===== config.mk =====
export PLATFORM = sky130hd
export DESIGN_NAME = multdiv_iter_unit
export DESIGN_NICKNAME = d
export VERILOG_FILES = /design/src/rtl/multdiv_pkg.sv /design/src/rtl/multdiv_iter_datapath.sv /design/src/rtl/multdiv_iter_unit.sv
export SDC_FILE = /design/constraint.sdc
export NUM_CORES = 1
export LEC_CHECK = 0
export ABC_AREA = 1
export BUFFER_PORTS_ARGS = -buffer_cell sky130_fd_sc_hd__buf_4
export CORE_UTILIZATION = 40
export CTS_BUF_LIST = sky130_fd_sc_hd__clkbuf_4
export CTS_CLUSTER_SIZE = 12
export DETAILED_ROUTE_END_ITERATION = 7
export GPL_TIMING_DRIVEN = 0
export PLACE_DENSITY = 0.57
export SLEW_MARGIN = 20
export SYNTH_ARGS = -nofsm -noshare
export SYNTH_HDL_FRONTEND = slang
export SYNTH_HIERARCHICAL = 1
export SYNTH_SLANG_ARGS = --single-unit

===== constraint.sdc =====
create_clock -name clock -period 4.91 [get_ports clock]
set_clock_uncertainty 0.05 [all_clocks]
set_input_delay 0.491 -clock clock [delete_from_list [all_inputs] [get_ports clock]]
set_output_delay 0.491 -clock clock [all_outputs]
set_load 0.005 [all_outputs]

===== src/rtl/multdiv_pkg.sv =====
// Shared types for the iterative multiply/divide unit.
//   state_e   : control FSM states (IDLE / RUN / DONE)
//   op_e      : captured operation (MULT / DIV)
//   cnt_width : width of the iteration counter for a given operand width
package multdiv_pkg;

  typedef enum logic [1:0] {
    ST_IDLE = 2'd0,
    ST_RUN  = 2'd1,
    ST_DONE = 2'd2
  } state_e;

  typedef enum logic {
    OP_MULT = 1'b0,
    OP_DIV  = 1'b1
  } op_e;

  function automatic int cnt_width(input int width);
    return $clog2(width + 1);
  endfunction

endpackage


===== src/rtl/multdiv_iter_datapath.sv =====
// Accumulator / shift datapath shared by multiply and divide.
// Works on unsigned operand magnitudes; sign handling lives in the top level.
//   clock, reset_n : clock and asynchronous active-low reset
//   load           : initialise registers from load_d / load_q
//   step           : perform one iteration
//   op             : operation of the running job
//   load_d         : multiplicand (MULT) or divisor (DIV) magnitude
//   load_q         : multiplier (MULT) or dividend (DIV) magnitude
//   step_hi        : product high half after the current iteration
//   step_lo        : product low half / quotient after the current iteration
// The step_* outputs show the value the registers take at the next step, so
// the top level can fix up and register the result on the final iteration edge.
module multdiv_iter_datapath
  import multdiv_pkg::*;
#(
  parameter int WIDTH = 32
) (
  input  logic             clock,
  input  logic             reset_n,
  input  logic             load,
  input  logic             step,
  input  op_e              op,
  input  logic [WIDTH-1:0] load_d,
  input  logic [WIDTH-1:0] load_q,
  output logic [WIDTH-1:0] step_hi,
  output logic [WIDTH-1:0] step_lo
);

  // acc is signed W+2 bits: the non-restoring remainder needs one extra
  // magnitude bit plus a sign; the multiply only uses the low W+1 bits.
  logic [WIDTH+1:0] acc_reg, acc_next;
  logic [WIDTH-1:0] q_reg, q_next;
  logic [WIDTH-1:0] d_reg;
  logic [WIDTH+1:0] shifted, sum;
  logic             unused_acc_top;

  always_comb begin
    acc_next = acc_reg;
    q_next   = q_reg;
    shifted  = '0;
    sum      = '0;
    if (op == OP_MULT) begin
      // Shift-add: conditionally add multiplicand, then shift {acc,q} right.
      sum      = {1'b0, acc_reg[WIDTH:0]} + {2'b00, (q_reg[0] ? d_reg : {WIDTH{1'b0}})};
      acc_next = {1'b0, sum[WIDTH+1:1]};
      q_next   = {sum[0], q_reg[WIDTH-1:1]};
    end else begin
      // Non-restoring: shift {r,q} left, subtract if r was non-negative,
      // add otherwise; the new quotient bit is the inverted remainder sign.
      shifted  = {acc_reg[WIDTH:0], q_reg[WIDTH-1]};
      if (acc_reg[WIDTH+1])
        sum = shifted + {2'b00, d_reg};
      else
        sum = shifted - {2'b00, d_reg};
      acc_next = sum;
      q_next   = {q_reg[WIDTH-2:0], ~sum[WIDTH+1]};
    end
  end

  always_ff @(posedge clock or negedge reset_n) begin
    if (!reset_n) begin
      acc_reg <= '0;
      q_reg   <= '0;
      d_reg   <= '0;
    end else if (load) begin
      acc_reg <= '0;
      q_reg   <= load_q;
      d_reg   <= load_d;
    end else if (step) begin
      acc_reg <= acc_next;
      q_reg   <= q_next;
    end
  end

  assign step_hi        = acc_next[WIDTH-1:0];
  assign step_lo        = q_next;
  assign unused_acc_top = ^acc_next[WIDTH+1:WIDTH];

endmodule


===== src/rtl/multdiv_iter_unit.sv =====
// Multi-cycle signed multiply / divide unit (one operation at a time).
//   clock, reset_n      : clock and asynchronous active-low reset
//   ctrl_mult, ctrl_div : start pulses (multiply wins if both are high)
//   flush               : abort an in-flight operation, blocks accept in IDLE
//   op_a, op_b          : multiplicand/dividend, multiplier/divisor
//   ir_in               : instruction word captured at accept
//   busy, ready         : state != IDLE, one-cycle completion pulse
//   result, exception   : product low half or quotient, overflow / div-by-zero
//   ir_out              : instruction word of the completed operation
// Optional build macro MULTDIV_EARLY_OUT_EN: a zero divisor, or a zero
// multiply operand, completes straight from IDLE into DONE.
module multdiv_iter_unit
  import multdiv_pkg::*;
#(
  parameter int WIDTH = 32,
  parameter int IR_W  = 32
) (
  input  logic             clock,
  input  logic             reset_n,
  input  logic             ctrl_mult,
  input  logic             ctrl_div,
  input  logic             flush,
  input  logic [WIDTH-1:0] op_a,
  input  logic [WIDTH-1:0] op_b,
  input  logic [IR_W-1:0]  ir_in,
  output logic             busy,
  output logic             ready,
  output logic [WIDTH-1:0] result,
  output logic             exception,
  output logic [IR_W-1:0]  ir_out
);

  localparam int CW = cnt_width(WIDTH);
  localparam logic [CW-1:0] LAST_CNT = CW'(WIDTH - 1);

  state_e            state_reg, state_next;
  logic [CW-1:0]     cnt_reg;
  op_e               op_reg;
  logic              neg_reg, b_zero_reg;
  logic [IR_W-1:0]   ir_reg, ir_out_reg;
  logic [WIDTH-1:0]  result_reg;
  logic              exception_reg;

  logic              accept, early, last_step;
  logic [WIDTH-1:0]  mag_a, mag_b, dp_hi, dp_lo;
  logic [2*WIDTH-1:0] prod_signed;
  logic [WIDTH:0]    prod_upper;
  logic [WIDTH-1:0]  quo_signed, fix_result;
  logic              fix_exception;

  assign accept    = (state_reg == ST_IDLE) && !flush && (ctrl_mult || ctrl_div);
  assign last_step = (state_reg == ST_RUN) && !flush && (cnt_reg == LAST_CNT);
  assign mag_a     = op_a[WIDTH-1] ? -op_a : op_a;
  assign mag_b     = op_b[WIDTH-1] ? -op_b : op_b;

`ifdef MULTDIV_EARLY_OUT_EN
  assign early = ctrl_mult ? ((op_a == '0) || (op_b == '0)) : (op_b == '0);
`else
  assign early = 1'b0;
`endif

  // State register
  always_ff @(posedge clock or negedge reset_n) begin
    if (!reset_n) state_reg <= ST_IDLE;
    else          state_reg <= state_next;
  end

  // Next-state logic
  always_comb begin
    state_next = state_reg;
    case (state_reg)
      ST_IDLE: if (accept) state_next = early ? ST_DONE : ST_RUN;
      ST_RUN: begin
        if (flush)                     state_next = ST_IDLE;
        else if (cnt_reg == LAST_CNT)  state_next = ST_DONE;
      end
      ST_DONE: state_next = ST_IDLE;
      default: state_next = ST_IDLE;
    endcase
  end

  // Output decode (from registered state only)
  always_comb begin
    busy  = (state_reg != ST_IDLE);
    ready = (state_reg == ST_DONE);
  end

  multdiv_iter_datapath #(.WIDTH(WIDTH)) u_datapath (
    .clock   (clock),
    .reset_n (reset_n),
    .load    (accept),
    .step    (state_reg == ST_RUN),
    .op      (op_reg),
    .load_d  (ctrl_mult ? mag_a : mag_b),
    .load_q  (ctrl_mult ? mag_b : mag_a),
    .step_hi (dp_hi),
    .step_lo (dp_lo)
  );

  // Sign fix-up on the magnitude result of the final iteration.
  always_comb begin
    prod_signed   = neg_reg ? -{dp_hi, dp_lo} : {dp_hi, dp_lo};
    prod_upper    = prod_signed[2*WIDTH-1:WIDTH-1];
    quo_signed    = neg_reg ? -dp_lo : dp_lo;
    fix_result    = '0;
    fix_exception = 1'b0;
    if (op_reg == OP_MULT) begin
      fix_result    = prod_signed[WIDTH-1:0];
      // Fits in signed WIDTH only if the top WIDTH+1 bits are a sign extension.
      fix_exception = !((&prod_upper) || (~|prod_upper));
    end else if (b_zero_reg) begin
      fix_result    = '0;
      fix_exception = 1'b1;
    end else begin
      fix_result    = quo_signed;
      // A positive quotient with the top bit set can only be MIN / -1.
      fix_exception = !neg_reg && dp_lo[WIDTH-1];
    end
  end

  // Counter, capture and result registers
  always_ff @(posedge clock or negedge reset_n) begin
    if (!reset_n) begin
      cnt_reg       <= '0;
      op_reg        <= OP_MULT;
      neg_reg       <= 1'b0;
      b_zero_reg    <= 1'b0;
      ir_reg        <= '0;
      ir_out_reg    <= '0;
      result_reg    <= '0;
      exception_reg <= 1'b0;
    end else begin
      if (accept) begin
        cnt_reg    <= '0;
        op_reg     <= ctrl_mult ? OP_MULT : OP_DIV;
        neg_reg    <= op_a[WIDTH-1] ^ op_b[WIDTH-1];
        b_zero_reg <= (op_b == '0);
        ir_reg     <= ir_in;
        if (early) begin
          result_reg    <= '0;
          exception_reg <= !ctrl_mult;
          ir_out_reg    <= ir_in;
        end
      end else if (state_reg == ST_RUN) begin
        cnt_reg <= cnt_reg + 1'b1;
      end
      if (last_step) begin
        result_reg    <= fix_result;
        exception_reg <= fix_exception;
        ir_out_reg    <= ir_reg;
      end
    end
  end

  assign result    = result_reg;
  assign exception = exception_reg;
  assign ir_out    = ir_out_reg;

endmodule


==> results of run 1 <==
[layout by cell type, fill, tap and decap left out, drive strengths merged, types with 2 or more instances in the layout]
cell type / instances
dfrtp: 206
inv: 439
o21bai: 10
a22o: 13
a21oi: 110
nor3: 38
nor2: 350
a22oi: 2
fa: 2
xnor2: 31
clkbuf: 145
xor2: 81
nand4: 40
clkinv: 23
nor4: 12
ha: 70
mux2i: 3
and2: 9
a31oi: 7
o211ai: 32
o21ai: 304
or2: 11
nand2: 1103
dlygate4sd3: 35
a21o: 2
buf: 235
nand3b: 13
mux2: 7
nand3: 198
[cell families (layout without fill, tap and decap cells)]
family,Yosys count,count (layout),synth area share [%]
DFF,206,206,26.7
adders and majority gates,72,72,4.75
buffers and inverters,531,877,10.4
muxes,10,10,0.564
xor gates and xnor gates,112,112,5.08
AOI/OAI and AO/OA,487,487,13.9
other,0,1,0
and+or+nand+nor,1774,1774,38.5
[power by group through the flow]
stage / Combinational [W] / Clock [W] / Sequential, W
after floorplan: 0.00587 / 0 / 0.00229
after global placement: 0.00836 / 0 / 0.00243
after detailed placement: 0.00842 / 0 / 0.00243
after CTS: 0.00875 / 0.00157 / 0.00242
after global routing: 0.0105 / 0.00165 / 0.00246
final: 0.00956 / 0.00152 / 0.00243
[how the worst min path moves through the flow]
stage                           from  depth (start not counted)                    end
after floorplan              reset_n                          0             b_zero_reg
after global placement    result[25]                          1             result[25]
after detailed placement     reset_n                          1  u_datapath/acc_reg[2]
after CTS                   op_b[29]                          4             b_zero_reg
after global routing        op_b[29]                          4             b_zero_reg
final                       op_b[29]                          4             b_zero_reg
[layer usage]
layer | track usage [%] | vias up
met1 | 42.5 | 10500
met2 | 49.6 | 864
met3 | 4.23 | 133
met4 | 8.74 | 2
li1 | - | 10800
met5 | 0 | -
[Yosys cell counts (all sizes together)]
| master | n | area, um2 |
|---|---|---|
| clkbuf | 71 | 267 |
| a21oi | 110 | 558 |
| buf | 21 | 101 |
| mux2 | 7 | 78.8 |
| nand2 | 1103 | 4210 |
| nand4 | 40 | 263 |
| o22ai | 1 | 6.26 |
| or2 | 11 | 68.8 |
| o31ai | 1 | 7.51 |
| o21ai | 304 | 1560 |
| inv | 437 | 1640 |
| fa | 2 | 40.0 |
| xnor2 | 31 | 272 |
| nand3b | 13 | 97.6 |
| ha | 70 | 876 |
| nor2 | 350 | 1380 |
| a22o | 13 | 114 |
| a21boi | 1 | 7.51 |
| nor3 | 38 | 238 |
| a31oi | 7 | 43.8 |
| xor2 | 81 | 709 |
| a32o | 1 | 10.0 |
| and2 | 9 | 56.3 |
| dfrtp | 206 | 5150 |
| o211ai | 32 | 240 |
| mux2i | 3 | 30.0 |
| nor4 | 12 | 75.1 |
| clkinv | 2 | 7.51 |
| a22oi | 2 | 15.0 |
| a21o | 2 | 15.0 |
| a41oi | 1 | 8.76 |
| o41ai | 1 | 16.3 |
| nand3 | 198 | 1040 |
| o21a | 1 | 7.51 |
| o21bai | 10 | 78.8 |
[metrics by stage]
stage | worst slack (ns) | TNS [ns] | utilization [%] | total power (W)
5_1_grt | -0.342 | -0.342 | 49.2 | 0.0146
3_3_place_gp | -0.939 | -4.08 | 44.7 | 0.0108
4_1_cts | 0.0000999 | 0 | 47.9 | 0.0127
6_report | -0.0757 | -0.0757 | 49.2 | 0.0135
2_1_floorplan | 0.605 | 0 | - | 0.00817
3_5_place_dp | -0.927 | -4.27 | 44.9 | 0.0109
[area by class of cell]
class,count,share of cell area [%]
Sequential cell,206,22.0
Multi-Input combinational cell,2455,54.6
Tap cell,615,3.28
Clock buffer,74,2.37
Buffer,92,1.60
Inverter,439,7.04
Clock inverter,23,0.475
Antenna cell,1,0.0107
Timing Repair Buffer,249,8.56
[tightest hold or removal path, cell delays in order]
cell	delay (ns)
buf_4	0.10
nor2_1	0.05
nand4_1	0.07
o21ai_0	0.09
[timing repair]
item	CTS	global route
gates resized for setup	83	128
setup buffers	19	28
pin swaps	18	53
hold buffers	35	0
endpoints found under the hold margin	144	0
endpoints found under the setup margin	17	3
==> PnR_summary.wiki, run 1 <==
{| class="wikitable"
! Metric !! Value
|-
| Final routed wirelength across all metal layers || 77500 um
|-
| Filler cell count in the final layout || 5092
|-
| Source of the critical timing path || u_datapath/d_reg[1]
|-
| Register-to-Register Path Depth || 31
|-
| Startpoint of the most critical register-to-register path || u_datapath/d_reg[1]
|-
| Portion of total power attributed to sequential cells || 18.0%
|-
| Drt first pass iters || 6
|-
| Maximum fanout along the worst path || 5
|-
| Reg2Reg Setup Slack || -0.08 ns
|-
| Setup ws final || -0.0757 ns
|-
| Number of maximum-capacitance violations || 0
|-
| Switching share of power || 57.4%
|-
| Required time of the critical path || 5.52 ns
|-
| Vias post-DR || 22300
|-
| Sum of net half-perimeters after detailed placement || 63500 um
|-
| Top cell family by delay on the critical path || simple AND/OR/NAND/NOR gates
|-
| Multi-input gate area || 0.0128 mm2
|-
| Routability Congestion || 0.994
|-
| Switching pwr || 0.00776 W
|-
| DRC Markers || 0
|-
| Synthesized area divided by synthesized cell count || 6.04 um2
|-
| Flip-flop count of the largest register, all copies and words added || 34
|-
| Synth warn || 6
|-
| Overall overflow remaining after global route || 0
|-
| Violations in the final reports || negative setup slack
|-
| Synthesized Nets || 3365
|-
| Floorplan die height || 222 um
|-
| Post-route met1 wirelength || 35000 um
|-
| Antenna violations before repair || 3
|-
| Via count of the first global-routing pass || 20500
|-
| # H-tree levels || 2
|-
| Arrival time at the worst endpoint || 5.60 ns
|-
| Endpoint of the most critical register-to-register path || exception
|-
| Min Tclk post-route || 4.99 ns
|-
| Total area of sequential cells || 0.00516 mm2
|-
| Worst hold slack after final layout || 0.0581 ns
|-
| Result of the run || complete, but fails checks
|-
| Clock tree from TritonCTS || built
|-
| Number of storage elements in the synthesis netlist || 206
|-
| Boundary pin count || 168
|-
| Avg WL per Cell || 18.7 um
|-
| Topmost layer with routed signal wires || met5
|-
| Gate count after technology mapping || 3192
|-
| Cell count after placement || 3975
|-
| Routed met2 length || 35200 um
|-
| Clock-pin transition on the worst setup and hold timing paths || 0.07 ns
|-
| Fin nets || 3673
|-
| Leak || 12.0 nW
|-
| Clock tree sinks || 206
|-
| WP depth || 31
|-
| Clock root cell || clkbuf_4
|-
| Standard cell with the maximum stage delay on the critical path || o21ai_1
|-
| Area of the core region || 0.0476 mm2
|-
| First-pass GRT wire length || 117000 um
|-
| Fmax achieved || 0.201 GHz
|-
| CTS max path bufs || 3
|-
| Post-synthesis instance area || 0.0193 mm2
|-
| Count of standard-cell rows || 80
|-
| End point of the critical path || exception
|-
| Class of the tightest hold or removal check || in2reg
|-
| Worst Max-Slew Pin Slew || 1.15 ns
|-
| Routed length on met3 || 5170 um
|-
| Largest net degree at the start of global routing || 97
|-
| Die boundary width || 222 um
|-
| Clk Latency, worst-skew pair || 0.81 ns
|-
| Critical Path Start Type || flip-flop
|-
| Number of hold violations in the final report || 0
|-
| Unrepaired setup endpoints after global routing || true
|-
| Cell seen most often among critical-path stages || nand2_1
|-
| Crit Path Category || reg2reg
|-
| Final Instance Count excl. Fillers || 4154
|-
| Area Growth Syn to Fin || 21.6%
|-
| Cell variety after synth || 55
|-
| Post-synthesis sequential area ratio || 26.7%
|-
| Final worst-path cycle share || 102%
|-
| Final number of max-transition violations || 0
|-
| Ratio of cells with drive above 1 in the final layout || 15.4%
|-
| Clock buffers created by TritonCTS || 57
|-
| Max IR drop VDD || 0.000336 V
|-
| GRT Overall Usage || 30.7%
|-
| Area of the die || 0.0491 mm2
|-
| Initial core utilization || 40.5%
|-
| Number of I/O port buffers || 165
|-
| Via density per instance || 5.38
|-
| DP Area || 0.0214 mm2
|-
| P_int || 0.00575 W
|-
| Headroom to the max-slew limit || 23.1%
|-
| Drt first-iter violations || 2079
|-
| Clock power share || 11.3%
|-
| Non-Filler Cell Area, Final || 0.0235 mm2
|-
| Peak per-stage delay on the critical path || 0.59 ns
|-
| Logic pwr share || 70.7%
|-
| Number of antenna-violating nets in the routed design || 0
|-
| Buf/Inv on CP || 4
|-
| Critical Path End Type || flip-flop
|-
| Ratio of total power to cell area || 576 mW/mm2
|-
| Number of setup violations in the final report || 1
|}
No activity file was read; power rests on OpenSTA's default activity.
==> run 2, diff against run 1 <==
ABC_AREA = default   (was 1)
PLACE_DENSITY = 0.58   (was 0.57)
==> PnR_summary.wiki, run 2 <==
{| class="wikitable"
! Metric !! Value
|-
| Sum of net half-perimeters after detailed placement || 50800 um
|-
| Via count of the first global-routing pass || 17400
|-
| Clock tree sinks || 206
|-
| Worst Max-Slew Pin Slew || 1.19 ns
|-
| Filler cell count in the final layout || 4006
|-
| Violations in the final reports || negative setup slack
|-
| Commonest cells after routing, fill and taps aside || nand2_1, buf_4, dfrtp_1, xor2_1, nor2_1
|-
| Via density per instance || 5.89
|-
| Vias post-DR || 17400
|-
| Final number of max-transition violations || 0
|-
| Post-synthesis instance area || 0.0171 mm2
|-
| Synthesized Nets || 2194
|-
| Initial core utilization || 40.7%
|-
| Avg WL per Cell || 22.4 um
|-
| Clock root cell || clkbuf_4
|-
| Most common library cell in the layout ignoring fill and taps || nand2_1
|-
| Top cells by instance count after synthesis || nand2_1, dfrtp_1, o21ai_0
|-
| Hold endpoint || b_zero_reg
|-
| Post-Synth XOR/XNOR Area || 10.1%
|-
| Floorplan die height || 209 um
|-
| Ratio of total power to cell area || 702 mW/mm2
|-
| Count of standard-cell rows || 75
|-
| Area of the core region || 0.0420 mm2
|-
| Leading area contributor after synthesis || dfrtp_1
|-
| WHS Path Cells || 3
|-
| Max IR drop VDD || 0.000344 V
|-
| DRC Markers || 0
|-
| Count leader, synth || nand2_1
|-
| Clock tree from TritonCTS || built
|-
| Number of hold violations in the final report || 0
|-
| Antenna violations before repair || 1
|-
| Critical Path End Type || flip-flop
|-
| Register-to-Register Path Depth || 26
|-
| Result of the run || complete, but fails checks
|-
| Min Tclk post-route || 6.41 ns
|-
| Final routed wirelength across all metal layers || 66000 um
|-
| Final-layout setup total negative slack || -17.58 ns
|-
| Reg2Reg Setup Slack || -1.50 ns
|-
| Number of antenna-violating nets in the routed design || 0
|-
| Clock buffers created by TritonCTS || 60
|-
| Clk Latency, worst-skew pair || 0.81 ns
|-
| Post-synthesis sequential area ratio || 30.1%
|-
| Gate count after technology mapping || 2021
|-
| Flip-flop count of the largest register, all copies and words added || 34
|-
| Most used flip-flop cell after synthesis || dfrtp_1
|-
| Cell variety after synth || 87
|-
| Startpoint of the most critical register-to-register path || u_datapath/d_reg[4]
|-
| Share of the synthesized area in the top cell type || 30.1%
|-
| Number of storage elements in the synthesis netlist || 206
|-
| Number of maximum-capacitance violations || 0
|-
| Leak || 9.79 nW
|-
| Endpoint of the most critical register-to-register path || exception
|-
| Fin nets || 2538
|-
| Area Growth Syn to Fin || 28.9%
|-
| Arrival time at the worst endpoint || 7.01 ns
|-
| GRT Overall Usage || 30.1%
|-
| Number of flops mapped to enable cells by yosys || 0
|-
| Startpoint of the tightest hold check path || op_b[27]
|-
| First-pass GRT wire length || 102000 um
|-
| Setup ws final || -1.50 ns
|-
| Area of the die || 0.0436 mm2
|-
| Compound-cell area share of the yosys netlist || 17.9%
|-
| Critical Path Start Type || flip-flop
|-
| Fmax achieved || 0.156 GHz
|-
| CTS max path bufs || 3
|-
| Final worst-path cycle share || 130%
|-
| Die boundary width || 209 um
|-
| Crit Path Category || reg2reg
|-
| Share of cell area taken by muxes after synthesis || 12.8%
|-
| Routability Congestion || 1.01
|-
| Overall overflow remaining after global route || 0
|-
| Class of the tightest hold or removal check || in2reg
|-
| Clock-pin transition on the worst setup and hold timing paths || 0.07 ns
|-
| Number of I/O port buffers || 166
|-
| Synth warn || 6
|-
| Share of flip-flops with an asynchronous set or reset after synthesis || 100%
|-
| Synthesized area divided by synthesized cell count || 8.47 um2
|-
| # H-tree levels || 2
|-
| Boundary pin count || 168
|-
| Area share of fa/ha/maj cells after synthesis || 5.35%
|-
| Ratio of cells with drive above 1 in the final layout || 26.7%
|-
| Post-Synth Simple-Gate Area || 20.5%
|-
| Maximum fanout along the worst path || 6
|-
| Required time of the critical path || 5.51 ns
|-
| Worst hold slack after final layout || 0.102 ns
|-
| Number of setup violations in the final report || 29
|-
| Drt first pass iters || 6
|-
| Unrepaired setup endpoints after global routing || true
|-
| Leading cell types by total area after synthesis || dfrtp_1, xor2_1, nand2_1
|-
| Largest net degree at the start of global routing || 93
|-
| Headroom to the max-slew limit || 20.6%
|-
| Combinational family with the most area after synthesis || simple AND/OR/NAND/NOR gates
|-
| Drt first-iter violations || 1282
|}
## run 2: cell types whose count changed after synthesis, moves of 90 or more
cell | previous run | this run
inv_1 | 427 | 44
mux2_2 | 7 | 97
mux2i_1 | 3 | 109
nand2_1 | 1082 | 295
nand3_1 | 189 | 28
nor2_1 | 330 | 123
o21ai_0 | 286 | 154
## run 2: worst max-delay path by stage
stage | end | slack, ns | cells past startpoint | startpoint
global route | exception | -1.73 | 26 | u_datapath/d_reg[4]
global placement | exception | -2.42 | 25 | u_datapath/acc_reg[33]
finish | exception | -1.50 | 26 | u_datapath/d_reg[4]
detailed placement | exception | -2.49 | 25 | u_datapath/d_reg[5]
floorplan | exception | -0.80 | 28 | u_datapath/d_reg[5]
CTS | exception | -1.42 | 29 | u_datapath/d_reg[6]
## run 2: critical path, stage by stage (launching register included)
cell	delay, ns
dfrtp_2	0.40
or4_4	0.59
nor4_4	0.21
buf_4	0.19
nand2_4	0.06
nor2_4	0.22
buf_6	0.14
nor2_4	0.04
xnor2_4	0.17
ha_4	0.27
buf_4	0.13
nand3_1	0.19
inv_1	0.12
nand3_1	0.20
o311ai_4	0.44
nor3_1	0.11
o31ai_2	0.28
mux2i_1	0.33
nand3_2	0.21
or3_1	0.45
or3_1	0.36
o31ai_4	0.24
xnor2_1	0.20
nor4bb_2	0.27
nand4_1	0.13
nor3_2	0.13
nor3_1	0.07
## run 2: cell families after synthesis
logic type      Yosys count
simple gates            715
xor+xnor                197
compound gates          479
mux                     207
flops                   206
buf+inv                 145
fa+ha+maj                72
## run 2: cell type report
cell class | count | area [um2] | area share, %
repair buffers | 292 | 2410 | 10.9
clock inverters | 22 | 101 | 0.459
flip-flops and latches | 206 | 5160 | 23.4
diodes | 1 | 2.50 | 0.0113
well taps | 539 | 674 | 3.06
clock buffers | 86 | 646 | 2.93
plain buffers | 89 | 340 | 1.54
multi-input cells | 1670 | 12600 | 56.9
inverters | 46 | 173 | 0.783
## run 2: power breakdown
part           leakage [nW]  switching (W)  internal [W]  total (W)
Clock                 0.442       0.000824      0.000806    0.00163
Sequential             2.63       0.000500       0.00212    0.00262
Combinational          6.72        0.00676       0.00449     0.0112
## run 2: layer usage
layer | GRT usage, % | up-vias | share of wire [%]
met5 | 0 | - | 0
met4 | 13.5 | 0 | 4.1
li1 | - | 8078 | -
met1 | 40.6 | 8470 | 44
met3 | 5.20 | 152 | 7.0
met2 | 47.2 | 675 | 45
## run 2: metrics by stage
stage	cell area [um2]	utilization, %	total power (W)	cells	worst slack [ns]
floorplan	17300	-	0.00885	2021	-0.804
global placement	19200	45.8	0.0116	2726	-2.42
detailed placement	19300	45.9	0.0117	2728	-2.49
CTS	21800	51.8	0.0151	2942	-1.42
global route	22100	52.5	0.0165	2951	-1.73
finish	22100	52.5	0.0155	2951	-1.50
## run 2: repair_timing
item,4_1_cts,5_1_grt
endpoints found under the setup margin,39,33
gates resized for setup,189,38
endpoints found under the hold margin,241,0
pin swaps,79,34
hold buffers,37,0
setup buffers,78,24
cloned,0,0
